File: src/rtl/div_scheduler.sv
// div_scheduler: round-robin arbiter that shares one multi-cycle divider among
// NUM_REQ requesters. Requests arrive over per-requester valid/ready, one divide
// is in flight at a time, and each result returns tagged with its requester ID.
// Optional watchdog: define DIV_SCHED_TIMEOUT_EN to abort a divide that runs
// TIMEOUT cycles without completing; the response then carries rsp_timeout=1.
module div_scheduler #(
    parameter int unsigned SIZE    = 32,
    parameter int unsigned NUM_REQ = 4,
    parameter int unsigned TIMEOUT = 255,
    localparam int unsigned ID_W   = $clog2(NUM_REQ)
) (
    input  logic                    clk,
    input  logic                    reset,
    input  logic [NUM_REQ-1:0]      req_valid,
    output logic [NUM_REQ-1:0]      req_ready,
    input  logic [NUM_REQ*SIZE-1:0] req_dividend,
    input  logic [NUM_REQ*SIZE-1:0] req_divisor,
    output logic                    rsp_valid,
    input  logic                    rsp_ready,
    output logic [ID_W-1:0]         rsp_id,
    output logic [SIZE-1:0]         rsp_quotient,
    output logic [SIZE-1:0]         rsp_remainder,
    output logic                    rsp_error,
    output logic                    rsp_timeout,
    output logic [SIZE-1:0]         div_dividend,
    output logic [SIZE-1:0]         div_divisor,
    output logic                    div_start,
    output logic                    div_abort,
    input  logic                    div_done,
    input  logic                    div_error,
    input  logic [SIZE-1:0]         div_quotient,
    input  logic [SIZE-1:0]         div_remainder
);

    typedef enum logic [1:0] {
        S_IDLE  = 2'd0,
        S_ISSUE = 2'd1,
        S_WAIT  = 2'd2,
        S_RESP  = 2'd3
    } state_t;

    localparam logic [ID_W:0] NUM_REQ_W = (ID_W+1)'(NUM_REQ);

    state_t          state;
    state_t          state_nxt;
    logic [ID_W-1:0] rr_ptr;
    logic [ID_W-1:0] cur_id;
    logic            wait_first;

    logic            grant_found_c;
    logic [ID_W-1:0] grant_idx_c;
    logic [ID_W-1:0] ptr_nxt_c;
    logic            accept_c;
    logic            done_q_c;
    logic            expire_c;

    // Round-robin search: first valid requester at or after the pointer, wrapping
    always_comb begin
        logic [ID_W:0] cand;
        grant_found_c = 1'b0;
        grant_idx_c   = '0;
        cand          = '0;
        for (int unsigned k = 0; k < NUM_REQ; k++) begin
            cand = (ID_W+1)'(rr_ptr) + (ID_W+1)'(k);
            if (cand >= NUM_REQ_W) begin
                cand = cand - NUM_REQ_W;
            end
            if (!grant_found_c && req_valid[cand[ID_W-1:0]]) begin
                grant_found_c = 1'b1;
                grant_idx_c   = cand[ID_W-1:0];
            end
        end
    end

    // State register
    always_ff @(posedge clk or negedge reset) begin
        if (!reset) begin
            state <= S_IDLE;
        end else begin
            state <= state_nxt;
        end
    end

    // Next-state logic
    always_comb begin
        state_nxt = state;
        case (state)
            S_IDLE:  if (grant_found_c) state_nxt = S_ISSUE;
            S_ISSUE: state_nxt = S_WAIT;
            S_WAIT:  if (done_q_c || expire_c) state_nxt = S_RESP;
            S_RESP:  if (rsp_ready) state_nxt = S_IDLE;
            default: state_nxt = S_IDLE;
        endcase
    end

    // Grant, qualified-done and pointer-advance decode; grant is held off during reset
    always_comb begin
        logic [ID_W:0] inc;
        req_ready = '0;
        accept_c  = 1'b0;
        inc       = (ID_W+1)'(grant_idx_c) + (ID_W+1)'(1);
        ptr_nxt_c = (inc == NUM_REQ_W) ? '0 : inc[ID_W-1:0];
        if ((state == S_IDLE) && grant_found_c && reset) begin
            req_ready[grant_idx_c] = 1'b1;
            accept_c               = 1'b1;
        end
        // done may still be high from the previous op during the first WAIT cycle
        done_q_c = (state == S_WAIT) && div_done && !wait_first;
    end

    // Operand capture, start pulse and response registers
    always_ff @(posedge clk or negedge reset) begin
        if (!reset) begin
            rr_ptr        <= '0;
            cur_id        <= '0;
            wait_first    <= 1'b0;
            div_dividend  <= '0;
            div_divisor   <= '0;
            div_start     <= 1'b0;
            rsp_valid     <= 1'b0;
            rsp_id        <= '0;
            rsp_quotient  <= '0;
            rsp_remainder <= '0;
            rsp_error     <= 1'b0;
        end else begin
            div_start  <= 1'b0;
            wait_first <= (state == S_ISSUE);
            if (accept_c) begin
                div_dividend <= req_dividend[32'(grant_idx_c) * SIZE +: SIZE];
                div_divisor  <= req_divisor[32'(grant_idx_c) * SIZE +: SIZE];
                cur_id       <= grant_idx_c;
                rr_ptr       <= ptr_nxt_c;
                div_start    <= 1'b1;
            end
            if (done_q_c) begin
                rsp_valid     <= 1'b1;
                rsp_id        <= cur_id;
                rsp_quotient  <= div_quotient;
                rsp_remainder <= div_remainder;
                rsp_error     <= div_error;
            end else if (expire_c) begin
                rsp_valid     <= 1'b1;
                rsp_id        <= cur_id;
                rsp_quotient  <= '0;
                rsp_remainder <= '0;
                rsp_error     <= 1'b1;
            end
            if ((state == S_RESP) && rsp_ready) begin
                rsp_valid <= 1'b0;
            end
        end
    end

`ifdef DIV_SCHED_TIMEOUT_EN
    localparam int unsigned        CNT_W    = $clog2(TIMEOUT + 1);
    localparam logic [CNT_W-1:0]   CNT_LAST = CNT_W'(TIMEOUT - 1);

    logic [CNT_W-1:0] wait_cnt;

    // Expiry on the TIMEOUT-th WAIT cycle unless a qualified done arrives with it
    always_comb begin
        expire_c = (state == S_WAIT) && !done_q_c && (wait_cnt == CNT_LAST);
    end

    // WAIT-cycle counter, abort pulse and timeout flag
    always_ff @(posedge clk or negedge reset) begin
        if (!reset) begin
            wait_cnt    <= '0;
            div_abort   <= 1'b0;
            rsp_timeout <= 1'b0;
        end else begin
            div_abort <= expire_c;
            if (state == S_ISSUE) begin
                wait_cnt <= '0;
            end else if (state == S_WAIT) begin
                wait_cnt <= wait_cnt + CNT_W'(1);
            end
            if (expire_c) begin
                rsp_timeout <= 1'b1;
            end else if (done_q_c) begin
                rsp_timeout <= 1'b0;
            end
        end
    end
`else
    assign expire_c    = 1'b0;
    assign div_abort   = 1'b0;
    assign rsp_timeout = 1'b0;
`endif

endmodule

File: config.mk
export PLATFORM = sky130hd
export DESIGN_NAME = div_scheduler
export DESIGN_NICKNAME = d
export VERILOG_FILES = /design/src/rtl/div_scheduler.sv
export SDC_FILE = /design/constraint.sdc
export NUM_CORES = 1
export LEC_CHECK = 0
export ABC_AREA = 1
export BUFFER_PORTS_ARGS = -buffer_cell sky130_fd_sc_hd__buf_2
export CORE_MARGIN = 10
export CORE_UTILIZATION = 30
export CTS_CLUSTER_SIZE = 28
export DETAILED_ROUTE_END_ITERATION = 10
export MAX_ROUTING_LAYER = met4
export PLACE_DENSITY = 0.61
export SYNTH_ARGS = -nofsm -noshare
export SYNTH_HDL_FRONTEND = slang
export SYNTH_SLANG_ARGS = --single-unit
File: constraint.sdc
create_clock -name clk -period 3.2 [get_ports clk]
set_input_delay 0.64 -clock clk [delete_from_list [all_inputs] [get_ports clk]]
set_output_delay 0.64 -clock clk [all_outputs]
set_load 0.03 [all_outputs]
* After elaboration in Yosys (flattened, before gate mapping)
Cells that the tools add are included.
Widths: inputs -> output; s select.
** Word-level totals
- Register bits after elaboration :: 140
- Latch bits :: 0
- Memory bits (writable) :: 0
- Bits in read-only memories :: 0
- Input bits :: 329
- Output and inout port bits :: 139
- Logic and storage cells :: 87
- Memories kept :: 0
** Cells by class
- Add/sub/neg operators :: 8
- Multiply operators :: 0
- Div/mod/pow operators :: 0
- Magnitude comparators :: 10
- Eq/ne operators :: 7
- Shift operators :: 2
- Multiplexer cells :: 32
- Bitwise logic cells :: 0
- Reductions and logical operators :: 16
** Operators by type and width (number)
- $shiftx 128x8->32 :: 2
- $mux 2 :: 12
- $lt 2x3->1 const B :: 5
- $mux 1 :: 13
- $ge 3x3->1 const B :: 3
- $logic_and 1x1->1 :: 9
- $bmux 1 s2 :: 4
- $pmux 2 s4 :: 1
- $sub 2x1->2 const B :: 4
- $add 2x1->3 const B :: 2
- $add 2x2->3 const B :: 2
- $ne 2x2->1 const B :: 3
- $eq 2x2->1 const B :: 2
- $logic_not 1->1 :: 4
- $mux 4 :: 1
- $eq 3x3->1 const B :: 1
- $ge 2x3->1 const B :: 1
- $reduce_and 3->1 :: 1
- $demux 1 s2 :: 1
- $eq 2x1->1 const B :: 1
- $ge 2x1->1 const B :: 1
- $logic_not 2->1 :: 1
- $reduce_bool 2->1 :: 1

* Depth between registers and ports, before layout
Gate-level depths: netlist of the first run.
- Word-level depth :: 19
- Mapped depth :: 17

* Worst setup path after synthesis of the first run
Ideal clock, no wire load.
- Path type :: input-to-output
- From :: input req_valid[1]
- To :: output req_ready[3]
- Arrival time :: 2285 ps
- Required time :: 2560 ps
- Path slack :: 275 ps
- Cell stages on the path :: 15
- Cell sequence :: inv_1 -> nand2_1 -> nand3_1 -> nand2_2 -> inv_2 -> nand2_1 -> nand2_1 -> nand3_2 -> buf_6 -> buf_6 -> buf_4 -> inv_1 -> ha_1 -> inv_1 -> nor2_1
** Between the ends
- Cells in the longest elaborated chain, start to end :: 17
- Elaborated cells between the ends (all ways) :: 30
- Classes of those cells :: order compare (2); mux (19); reduce/logical (9)
** Ends and longest elaborated chain
- from (decl) :: line 14 : input logic [NUM_REQ-1:0] req_valid,
- $bmux 1 s2 :: line 68 : if (!grant_found_c && req_valid[cand[ID_W-1:0]]) begin
- $mux 1 (not written as such) :: line 68
- $mux 1 :: line 68
- $logic_not 1->1 :: line 68
- $logic_and 1x1->1 :: line 68
- $mux 1 :: line 68
- $logic_not 1->1 :: line 68
- $logic_and 1x1->1 :: line 68
- $mux 1 :: line 68
- $logic_not 1->1 :: line 68
- $logic_and 1x1->1 :: line 68
- $mux 2 :: line 68
- $lt 2x3->1 (not written as such) or $ge 2x1->1 (tied branches) :: line 104 : req_ready[grant_idx_c] = 1'b1;
- $logic_and 1x1->1 (not written as such) :: line 104
- $mux 1 (not written as such) :: line 104
- $demux 1 s2 :: line 104
- $mux 4 (*) :: line 103 : if ((state == S_IDLE) && grant_found_c && reset) begin
- to (decl) :: line 15 : output logic [NUM_REQ-1:0] req_ready,
Every way passes the cells marked *; elsewhere a longest branch is shown, timed or not. The select of a mux whose other input is x is not followed.

* Worst setup path after layout of the first run
- From :: register rr_ptr[0]
- To :: output req_ready[1]
** Between the ends
- Cells in the longest elaborated chain, start to end :: 19
- Elaborated cells between the ends (all ways) :: 45
- Classes of those cells :: add/sub (7); order compare (6); mux (23); reduce/logical (9)
** Ends and longest elaborated chain
- from (decl) :: line 46 : logic [ID_W-1:0] rr_ptr;
- from (signal assigned) :: line 132 : rr_ptr <= ptr_nxt_c;
- parallel branches: the longest is 18 deep, another holds $add 2x1->3
- $mux 4 (*) :: line 103
Every way passes the cells marked *. The select of a mux whose other input is x is not followed.

==> impl_metrics.csv, run 1 <==
group,metric,value,unit
floorplan,start_util,30.5,%
power,vdd_drop_max,1290,uV
final_layout,nets,1991,
final_layout,multiInputGateArea,0.00381,sq mm
floorplan,ioPinCount,468,
place,place_area,0.0110,sq mm
cts,clkSinkCount,140,
min_path,hp-class,"in2async",
timing,setup-violations-final,0,
grt,overflow,0,
synth,synth.most_common_cell,"nand2_1",
detailed_routing,drt_pre_antenna_iters,5,
grt,track_usage,18.6,%
timing,tns,0,ps
critical_path,start_kind,"flop",
place,port_buffers,465,
synth,yosysTopAreaCell,"dfrtp_1",
cts,clkTransAtPathRegs,70,ps
synth,ys_ff_latch,140,
critical_path,end_kind,"output port",
synth,syn_area,0.00851,sq mm
synth,ys_types,32,
synth,postSynthAreaPerCell,6.88,sq um
timing,maxSlewHeadroom,23.9,%
final_layout,nFillCells,2949,
floorplan,fp.dieH,188,um
synth,synth_warnings,0,
timing,fmax,0.340,GHz
detailed_routing,drc,0,
grt,grt_max_degree,201,
grt,grt_pass1_vias,9612,
timing,timing.final.ws_setup,255,ps
critical_path,max_stage_delay,490,ps
cts,cts_buffers,17,
cts,cts_root_buffer,"clkbuf_16",
cts,postCtsSetupBuffers,0,
final_layout,design_area,0.0117,sq mm
critical_path,crit_type,"reg2out",
synth,ys_seq_area_share,41.2,%
synth,yosysTopAreaCellShare,41.2,%
run_status,outcome,"finished, final reports clean",
detailed_routing,drt_iter0_markers,547,
place,place_ws,333,ps
flow_run,drv_cap,0,
critical_path,cp_data_required_time,2560,ps
floorplan,chipWidth,188,um
timing,skew,11.6,ps
synth,yosys-top-cells-count,"nand2_1, inv_1, dfrtp_1",
critical_path,worstPathMaxFanout,17,
floorplan,die_area,0.0355,sq mm
detailed_routing,routedWlPerCell,16.2,um
critical_path,r2r_slack,610,ps
final_layout,area_growth,37.0,%
final_layout,drive_gt1_share,34.2,%
critical_path,cp_data_arrival_time,2310,ps
place,gp_congestion,0.886,
timing,hold_viol_final,0,
cts,insertion_delay,420,ps
critical_path,worstRegToRegCells,12,
critical_path,rr_endpoint,"div_divisor[0]$_DFFE_PN0P_",
detailed_routing,viasPerCell,4.56,
cts,h-tree-depth,4,
power,p_leak,7.15,nW
power,p_per_area,1170,mW/mm^2
floorplan,coreArea,0.0279,sq mm
grt,antenna_found_initial,8,
detailed_routing,vias,9363,
place,place_hpwl,25.3,mm
cts,tritoncts,"done",
detailed_routing,postRouteAntennaNets,0,
floorplan,rows,61,
synth,ys_async_sr_fraction,100,%
synth,syn_inst,1237,
critical_path,cpMaxStageDelayCell,"dfrtp_2",
timing,fin_crit_sh,92.0,%
cts,ctsHoldBuffers,0,
grt,grt_pass1_wl,51.7,mm
timing,finalWorstPathRequiredPeriod,2950,ps
critical_path,crit_path_frequent_cell,"nand2_1",
synth,synth-edff-count,0,
synth,synth-main-ff-cell,"dfrtp_1",
final_layout,register_area,0.00350,sq mm
critical_path,rr_startpoint,"rr_ptr[0]$_DFFE_PN0P_",
critical_path,crit_chain,"inv_4, nand2_1, nand2_2, nand2_1, nand2_1, nor2_4, nand3_4, nand3_4, inv_4, nand2_1, nor2_1, buf_2",
timing,rsz0062_at_grt,"no",
timing,tightest_slew,1140,ps
synth,yosys-top-cells-area,"dfrtp_1, nand2_1, inv_1",
timing,drv_slew,0,
detailed_routing,wirelength,33.3,mm
cts,clock_path_buffers,2,
[sequential cells by signal (all words and copies together), names as in the netlist, 2 cells and up]
| name | flops |
|---|---|
| cur_id | 2 |
| div_dividend | 32 |
| rr_ptr | 2 |
| rsp_id | 2 |
| rsp_quotient | 32 |
| div_divisor | 32 |
| state | 2 |
| rsp_remainder | 32 |
[repair_timing]
action | CTS | global route
endpoints found under the setup margin | 0 | 3
endpoints found under the hold margin | 0 | 0
resized for setup | 0 | 3
[layer usage]
layer  vias up  wire (um)  global-route usage, %
met1      4275      13400                   21.1
met4         0        967                   6.44
li1       4656          -                      -
met2       381      16200                   30.6
met5         -          0                      -
met3        51       2640                   5.52
[power breakdown]
group	internal (W)	leakage (nW)	switching (W)	total, W
Combinational	0.00252	5.11	0.00598	0.00850
Sequential	0.00261	1.75	0.000467	0.00308
Clock	0.00107	0.299	0.000994	0.00206
Total	0.00621	7.15	0.00744	0.0136
[cells in the final DEF (no fill, tap or decap), types with 4 or more instances in the layout]
| cell | instances |
|---|---|
| clkinv_8 | 5 |
| diode_2 | 8 |
| nand4_1 | 57 |
| inv_2 | 4 |
| buf_2 | 464 |
| o21ai_0 | 6 |
| o211ai_1 | 26 |
| dfrtp_1 | 139 |
| inv_1 | 201 |
| o211ai_2 | 10 |
| nand2_1 | 508 |
| nand3_1 | 134 |
| ha_1 | 6 |
| buf_4 | 11 |
| inv_8 | 5 |
| or2_2 | 30 |
| or2_1 | 6 |
| nor2_1 | 8 |
| clkbuf_16 | 17 |
[stage by stage]
step                hold slack [ps]  std cells  util (%)  power (W)
floorplan                       344       1238         -    0.00960
global route                    399       2054      41.8     0.0148
detailed placement              453       2015      39.6     0.0117
finish                          361       2055      41.9     0.0136
CTS                             392       2047      41.8     0.0138
global placement                448       2015      39.6     0.0116
[critical path: cells and delay by family, from the launching register on]
kind                   cells  cell delay, ps
and+or+nand+nor            9             840
buffers and inverters      3             550
DFF                        1             490
[cell families after synthesis]
kind of cell,Yosys count,synth area share (%)
AO/OA/AOI/OAI,47,4.47
adder cells (fa/ha/maj),6,0.882
buffers and inverters,286,14.3
flip-flops,140,41.2
other,1,0.0441
AND/OR/NAND/NOR,757,39.1
[cell type report]
type	instances	share of cell area, %
tap	378	4.06
sequential	140	30.1
inverter	207	6.71
clock inverter	15	1.62
multi-input combinational	812	32.7
antenna	8	0.172
timing repair buffer	478	21.1
clock buffer	17	3.65
[worst max path at each step]
stage / slack [ps] / end / startpoint
finish: 250 / req_ready[1] / rr_ptr[0]$_DFFE_PN0P_
floorplan: 270 / req_ready[3] / req_valid[1]
CTS: 7 / req_ready[0] / rr_ptr[0]$_DFFE_PN0P_
global placement: 420 / div_divisor[17]$_DFFE_PN0P_ / req_valid[3]
detailed placement: 330 / div_divisor[0]$_DFFE_PN0P_ / req_valid[3]
global route: 50 / req_ready[2] / rr_ptr[0]$_DFFE_PN0P_
Power figures use the tool's default switching activity.
==> run 2: changes to the inputs <==
==> config.mk (replaced) <==
export PLATFORM = sky130hd
export DESIGN_NAME = div_scheduler
export DESIGN_NICKNAME = d
export VERILOG_FILES = /design/src/rtl/div_scheduler.sv
export SDC_FILE = /design/constraint.sdc
export NUM_CORES = 1
export LEC_CHECK = 0
export ABC_AREA = 0
export BUFFER_PORTS_ARGS = -buffer_cell sky130_fd_sc_hd__buf_2
export CELL_PAD_IN_SITES_DETAIL_PLACEMENT = 1
export CELL_PAD_IN_SITES_GLOBAL_PLACEMENT = 1
export CORE_AREA = 10 10 174 176
export CTS_CLUSTER_SIZE = 28
export DETAILED_ROUTE_END_ITERATION = 10
export DIE_AREA = 0 0 184 186
export MAX_ROUTING_LAYER = met4
export PLACE_DENSITY = 0.73
export SYNTH_ARGS = -nofsm -noshare
export SYNTH_HDL_FRONTEND = slang
export SYNTH_SLANG_ARGS = --single-unit
==> run 2 against run 1 <==
Compared with the run above: maximum frequency decreased by 1.4%; sequential share of layout area grew 4.0 points; global-route usage down 1.8 points; via count fell by 31%; clock skew rose by 3.7 ps; first-iteration DRC count is 63% lower; area after synthesis down 17%; hold slack better by 74 ps; combinational power shrank 36%; final area decreased by 12%; clock power is essentially flat; wire length decreased by 11%; highest routed layer unchanged.
==> impl_metrics.csv, run 2 <==
group,metric,value,unit
cts,insertion_delay,420,ps
detailed_routing,wirelength,29.7,mm
critical_path,start_kind,"input pin",
synth,ys_async_sr_fraction,100,%
synth,synth-main-ff-cell,"dfrtp_1",
critical_path,cpMaxStageDelayCell,"dlygate4sd3_1",
power,p_leak,5.52,nW
critical_path,r2r_slack,1110,ps
floorplan,start_util,26.4,%
cts,cts_buffers,17,
cts,cts_root_buffer,"clkbuf_16",
synth,ys_types,31,
synth,ys_seq_area_share,49.6,%
critical_path,end_kind,"output port",
grt,grt_pass1_vias,7436,
critical_path,cp_data_required_time,2560,ps
floorplan,chipWidth,184,um
power,power,0.0106,W
final_layout,layout.cells.most_common,"buf_2",
timing,hold_viol_final,0,
min_path,hp-class,"in2reg",
final_layout,design_area,0.0103,sq mm
cts,h-tree-depth,4,
place,gp_congestion,0.813,
final_layout,nets,1343,
final_layout,final_cells,1366,
floorplan,ioPinCount,468,
grt,track_usage,16.8,%
timing,skew,15.3,ps
detailed_routing,drt_pre_antenna_iters,4,
timing,maxSlewHeadroom,41.2,%
final_layout,final_cell_mix,"buf_2, dfrtp_1, mux2i_1",
critical_path,worstPathMaxFanout,13,
critical_path,cp.depth,8,
timing,tightest_slew,882,ps
power,vdd_drop_max,506,uV
critical_path,worstSetupEndpoint,"req_ready[2]",
critical_path,cp_data_arrival_time,2350,ps
detailed_routing,routedWlPerCell,21.7,um
critical_path,crit_type,"in2out",
grt,grt_max_degree,77,
cts,clock_path_buffers,2,
synth,yosysTopAreaCell,"dfrtp_1",
synth,yosys-top-cells-count,"dfrtp_1, mux2i_1, nand2_1",
cts,tritoncts,"done",
synth,yosys-top-cells-area,"dfrtp_1, mux2i_1, mux2_2",
detailed_routing,postRouteAntennaNets,0,
cts,clkTransAtPathRegs,60,ps
cts,cts_repair_resize_count,0,
place,place_hpwl,23.5,mm
flow_run,drv_cap,0,
synth,synth-edff-count,0,
critical_path,path_buf_inv,4,
place,post-place-cells,1329,
synth,syn_area,0.00706,sq mm
floorplan,coreArea,0.0267,sq mm
critical_path,crit_start,"reset",
timing,fin_crit_sh,93.4,%
critical_path,rr_startpoint,"rr_ptr[0]$_DFFE_PN0P_",
synth,yosysTopAreaCellShare,49.6,%
synth,syn_inst,560,
grt,overflow,0,
power,p_per_area,1030,mW/mm^2
detailed_routing,vias,6455,
grt,grt_pass1_wl,43.0,mm
run_status,outcome,"finished, final reports clean",
timing,finalWorstPathRequiredPeriod,2990,ps
timing,fmax,0.335,GHz
timing,setup-violations-final,0,
floorplan,fp.dieH,186,um
timing,rsz0062_at_grt,"no",
detailed_routing,drt_iter0_markers,205,
grt,antenna_found_initial,4,
synth,postSynthAreaPerCell,12.6,sq um
critical_path,path_delay_family,"buffers and inverters",
final_layout,drive_gt1_share,57.8,%
timing,tns,0,ps
critical_path,crit_chain,"dlygate4sd3_1, buf_6, nand2_1, or2_2, inv_2, nand2_2, nor2_1, buf_2",
place,place_area,0.00965,sq mm
min_path,holdPathStages,2,
timing,drv_slew,0,
detailed_routing,drc,0,
floorplan,rows,60,
final_layout,nFillCells,3123,
final_layout,area_growth,45.5,%
critical_path,worstRegToRegCells,6,
detailed_routing,viasPerCell,4.73,
critical_path,max_stage_delay,540,ps
synth,ys_ff_latch,140,
floorplan,die_area,0.0342,sq mm
place,port_buffers,465,
cts,clkSinkCount,140,
synth,synth.most_common_cell,"dfrtp_1",
critical_path,rr_endpoint,"div_divisor[13]$_DFFE_PN0P_",
synth,synth_warnings,0,
[run 2: changes by cell type in the layout (fill, tap and decap cells not counted), sizes merged, moves of 5 or more]
cell    change
o211ai     -36
mux2       +68
or2        -35
nand3     -139
nand4      -57
inv       -201
o221ai     +64
nand2     -438
mux2i     +128
nor2        -8
buf         -5
clkinv      -6
[run 2: metrics by stage]
stage	hold slack, ps	setup slack (ps)	utilization [%]
2_1_floorplan	344	383	-
3_3_place_gp	457	595	36.1
3_5_place_dp	458	541	36.1
4_1_cts	410	191	38.4
5_1_grt	428	31.9	38.4
6_report	435	212	38.4
[run 2: routing by layer]
layer / track usage, % / up-vias / part of all wire, %
met2: 29.7 / 282 / 52
met4: 4.26 / 0 / 1.6
met1: 17.1 / 3170 / 37
met5: - / - / 0
met3: 6.43 / 27 / 9.2
li1: - / 2976 / -
[run 2: area by class of cell]
cell class                 instances  area, sq um  area share, %
sequential                       140         3500           34.1
multi-input combinational        369         3240           31.6
timing repair buffer             474         2470           24.0
clock buffer                      18          429           4.18
tap                              341          427           4.15
clock inverter                    14          174           1.69
inverter                           6         22.5          0.219
antenna                            4         10.0         0.0974
[run 2: what timing repair did]
action / CTS / global route
hold buffers: 1 / 0
hold endpoints to repair: 5 / 0
setup buffers: 0 / 0
[run 2: how the worst min path moves through the flow]
stage                          from                            end  slack (ps)
CTS                       rsp_ready          rsp_valid$_DFFE_PN0P_         410
global placement              reset  rsp_remainder[21]$_DFFE_PN0P_         460
floorplan                     reset          cur_id[0]$_DFFE_PN0P_         340
finish                    rsp_ready          rsp_valid$_DFFE_PN0P_         440
global route        div_quotient[6]    rsp_quotient[6]$_DFFE_PN0P_         430
detailed placement            reset  rsp_remainder[27]$_DFFE_PN0P_         460
[run 2: report_power, final]
group	internal, W	switching [W]	total, W
combinational	0.00197	0.00350	0.00546
clock	0.00119	0.000883	0.00207
sequential	0.00264	0.000462	0.00310
total	0.00579	0.00484	0.0106
[run 2: cell families (layout without fill, tap and decap cells)]
logic type	count (synthesis)	in the layout	synth area share, %
other	1	6	0.0531
muxes	196	196	29.0
AOI/OAI and AO/OA	76	76	10.3
and+or+nand+nor	89	89	5.23
DFF	140	140	49.6
adders and majority gates	6	6	1.06
buffers and inverters	52	512	4.78
==> run 3: changes to the inputs <==
--- a/config.mk
+++ b/config.mk
@@ -15,6 +15,7 @@
 export DIE_AREA = 0 0 184 186
 export MAX_ROUTING_LAYER = met4
 export PLACE_DENSITY = 0.73
+export REMOVE_ABC_BUFFERS = 1
 export SYNTH_ARGS = -nofsm -noshare
 export SYNTH_HDL_FRONTEND = slang
 export SYNTH_SLANG_ARGS = --single-unit
==> run 3 against run 2 <==
Compared with the run above: flip-flop and latch count stayed put; count of clock-buffer cells in the layout stayed put; critical endpoint is now req_ready[0]; via count is 0.40% higher; largest power group unchanged; maximum frequency is 7.8% higher; highest routed layer unchanged; core utilization is 0.056 points lower.
==> impl_metrics.csv, run 3 (synthesis gave the netlist of run 2 again) <==
group,metric,value,unit
run_status,outcome,"finished, final reports clean",
grt,track_usage,17.4,%
critical_path,cpMaxStageDelayCell,"dfrtp_1",
flow_run,drv_cap,0,
final_layout,drive_gt1_share,57.8,%
final_layout,nets,1342,
critical_path,max_stage_delay,430,ps
timing,whs,68.7,ps
timing,finalWorstPathRequiredPeriod,2770,ps
timing,maxSlewHeadroom,43.8,%
timing,skew,26.0,ps
final_layout,area_growth,45.3,%
detailed_routing,drt_iter0_markers,301,
timing,rsz0062_at_grt,"no",
place,place_hpwl,24.2,mm
detailed_routing,routedWlPerCell,22.2,um
final_layout,multiInputGateArea,0.00325,sq mm
detailed_routing,vias,6481,
cts,cts_repair_resize_count,0,
critical_path,end_kind,"output port",
timing,fmax,0.361,GHz
floorplan,coreArea,0.0267,sq mm
power,p_leak,5.52,nW
cts,postCtsSetupBuffers,0,
detailed_routing,postRouteAntennaNets,0,
timing,setup-violations-final,0,
power,vdd_drop_max,554,uV
timing,fin_crit_sh,86.6,%
cts,h-tree-depth,4,
grt,grt_pass1_wl,44.0,mm
critical_path,worstPathMaxFanout,6,
power,p_per_area,1030,mW/mm^2
final_layout,register_area,0.00350,sq mm
cts,cts_root_buffer,"clkbuf_16",
timing,tns,0,ps
place,port_buffers,465,
floorplan,die_area,0.0342,sq mm
timing,hold_viol_final,0,
timing,drv_slew,0,
detailed_routing,viasPerCell,4.72,
cts,clkTransAtPathRegs,80,ps
cts,clkSinkCount,140,
grt,grt_max_degree,88,
critical_path,start_kind,"flop",
floorplan,ioPinCount,468,
detailed_routing,drc,0,
final_layout,layout.cells.most_common,"buf_2",
floorplan,start_util,26.4,%
critical_path,cp_data_arrival_time,2130,ps
final_layout,final_cell_mix,"buf_2, dfrtp_1, mux2i_1",
cts,tritoncts,"done",
cts,ctsHoldBuffers,0,
cts,clock_path_buffers,2,
grt,grt_pass1_vias,7327,
floorplan,chipWidth,184,um
critical_path,crit_type,"reg2out",
place,gp_congestion,0.829,
critical_path,crit_chain,"inv_1, ha_1, nand2_1, or2_2, inv_2, nand2b_4, nor2_1, buf_2",
grt,overflow,0,
floorplan,fp.dieH,186,um
detailed_routing,drt_pre_antenna_iters,5,
grt,antenna_found_initial,11,
cts,cts_buffers,17,
timing,tightest_slew,843,ps
floorplan,rows,60,
cts,insertion_delay,430,ps
critical_path,cp_data_required_time,2560,ps
detailed_routing,wirelength,30.5,mm
final_layout,nFillCells,3108,
min_path,hp-class,"in2async",
-- run 3: cell type report --
class	count	area share, %
Clock buffer	18	4.18
Antenna cell	11	0.268
Timing Repair Buffer	473	23.9
Tap cell	341	4.16
Multi-Input combinational cell	369	31.7
Inverter	6	0.220
Clock inverter	14	1.43
Sequential cell	140	34.1
-- run 3: per-layer routing --
layer | track usage [%] | up-vias | part of all wire (%)
met4 | 4.03 | 0 | 1.1
met3 | 8.97 | 14 | 12
met2 | 28.9 | 304 | 50
met1 | 18.0 | 3170 | 37
met5 | - | - | 0
li1 | - | 2993 | -
-- run 3: final timing paths --
kind | slack, ps | depth (start not counted) | to | startpoint
max | 430 | 8 | req_ready[0] | state[0]$_DFFE_PN0P_
min | 70 | 1 | rsp_quotient[5]$_DFFE_PN0P_ | reset
max reg2reg | 900 | 6 | div_divisor[0]$_DFFE_PN0P_ | rr_ptr[0]$_DFFE_PN0P_
min reg2reg | 480 | 2 | div_divisor[4]$_DFFE_PN0P_ | div_divisor[4]$_DFFE_PN0P_
max in group asynchronous | 2000 | 2 | div_divisor[10]$_DFFE_PN0P_ | reset
min in group clk | 420 | 2 | rsp_valid$_DFFE_PN0P_ | rsp_ready
-- run 3: worst max-delay path, delay by kind of cell, from the launching register on --
family | cells | cell delay (ps)
and+or+nand+nor | 4 | 600
buffers and inverters | 3 | 490
DFF | 1 | 430
adders and majority gates | 1 | 190
-- run 3: per-stage QoR --
| step | utilization [%] | worst slack [ps] | instances | cell area, sq um | power [W] |
|---|---|---|---|---|---|
| final | 38.4 | 429 | 1372 | 10300 | 0.0106 |
| after detailed placement | 36.1 | 524 | 1329 | 9660 | 0.00868 |
| after global routing | 38.4 | 282 | 1372 | 10300 | 0.0112 |
| after CTS | 38.3 | 398 | 1361 | 10200 | 0.0107 |
| after floorplan | - | -9430 | 515 | 6750 | 0.00705 |
| after global placement | 36.1 | 613 | 1329 | 9660 | 0.00852 |
-- run 3: where the power goes --
group,leakage (nW),switching [W],internal [W]
clock,0.281,0.000954,0.00105
combinational,3.53,0.00350,0.00197
sequential,1.71,0.000457,0.00264
total,5.52,0.00491,0.00565
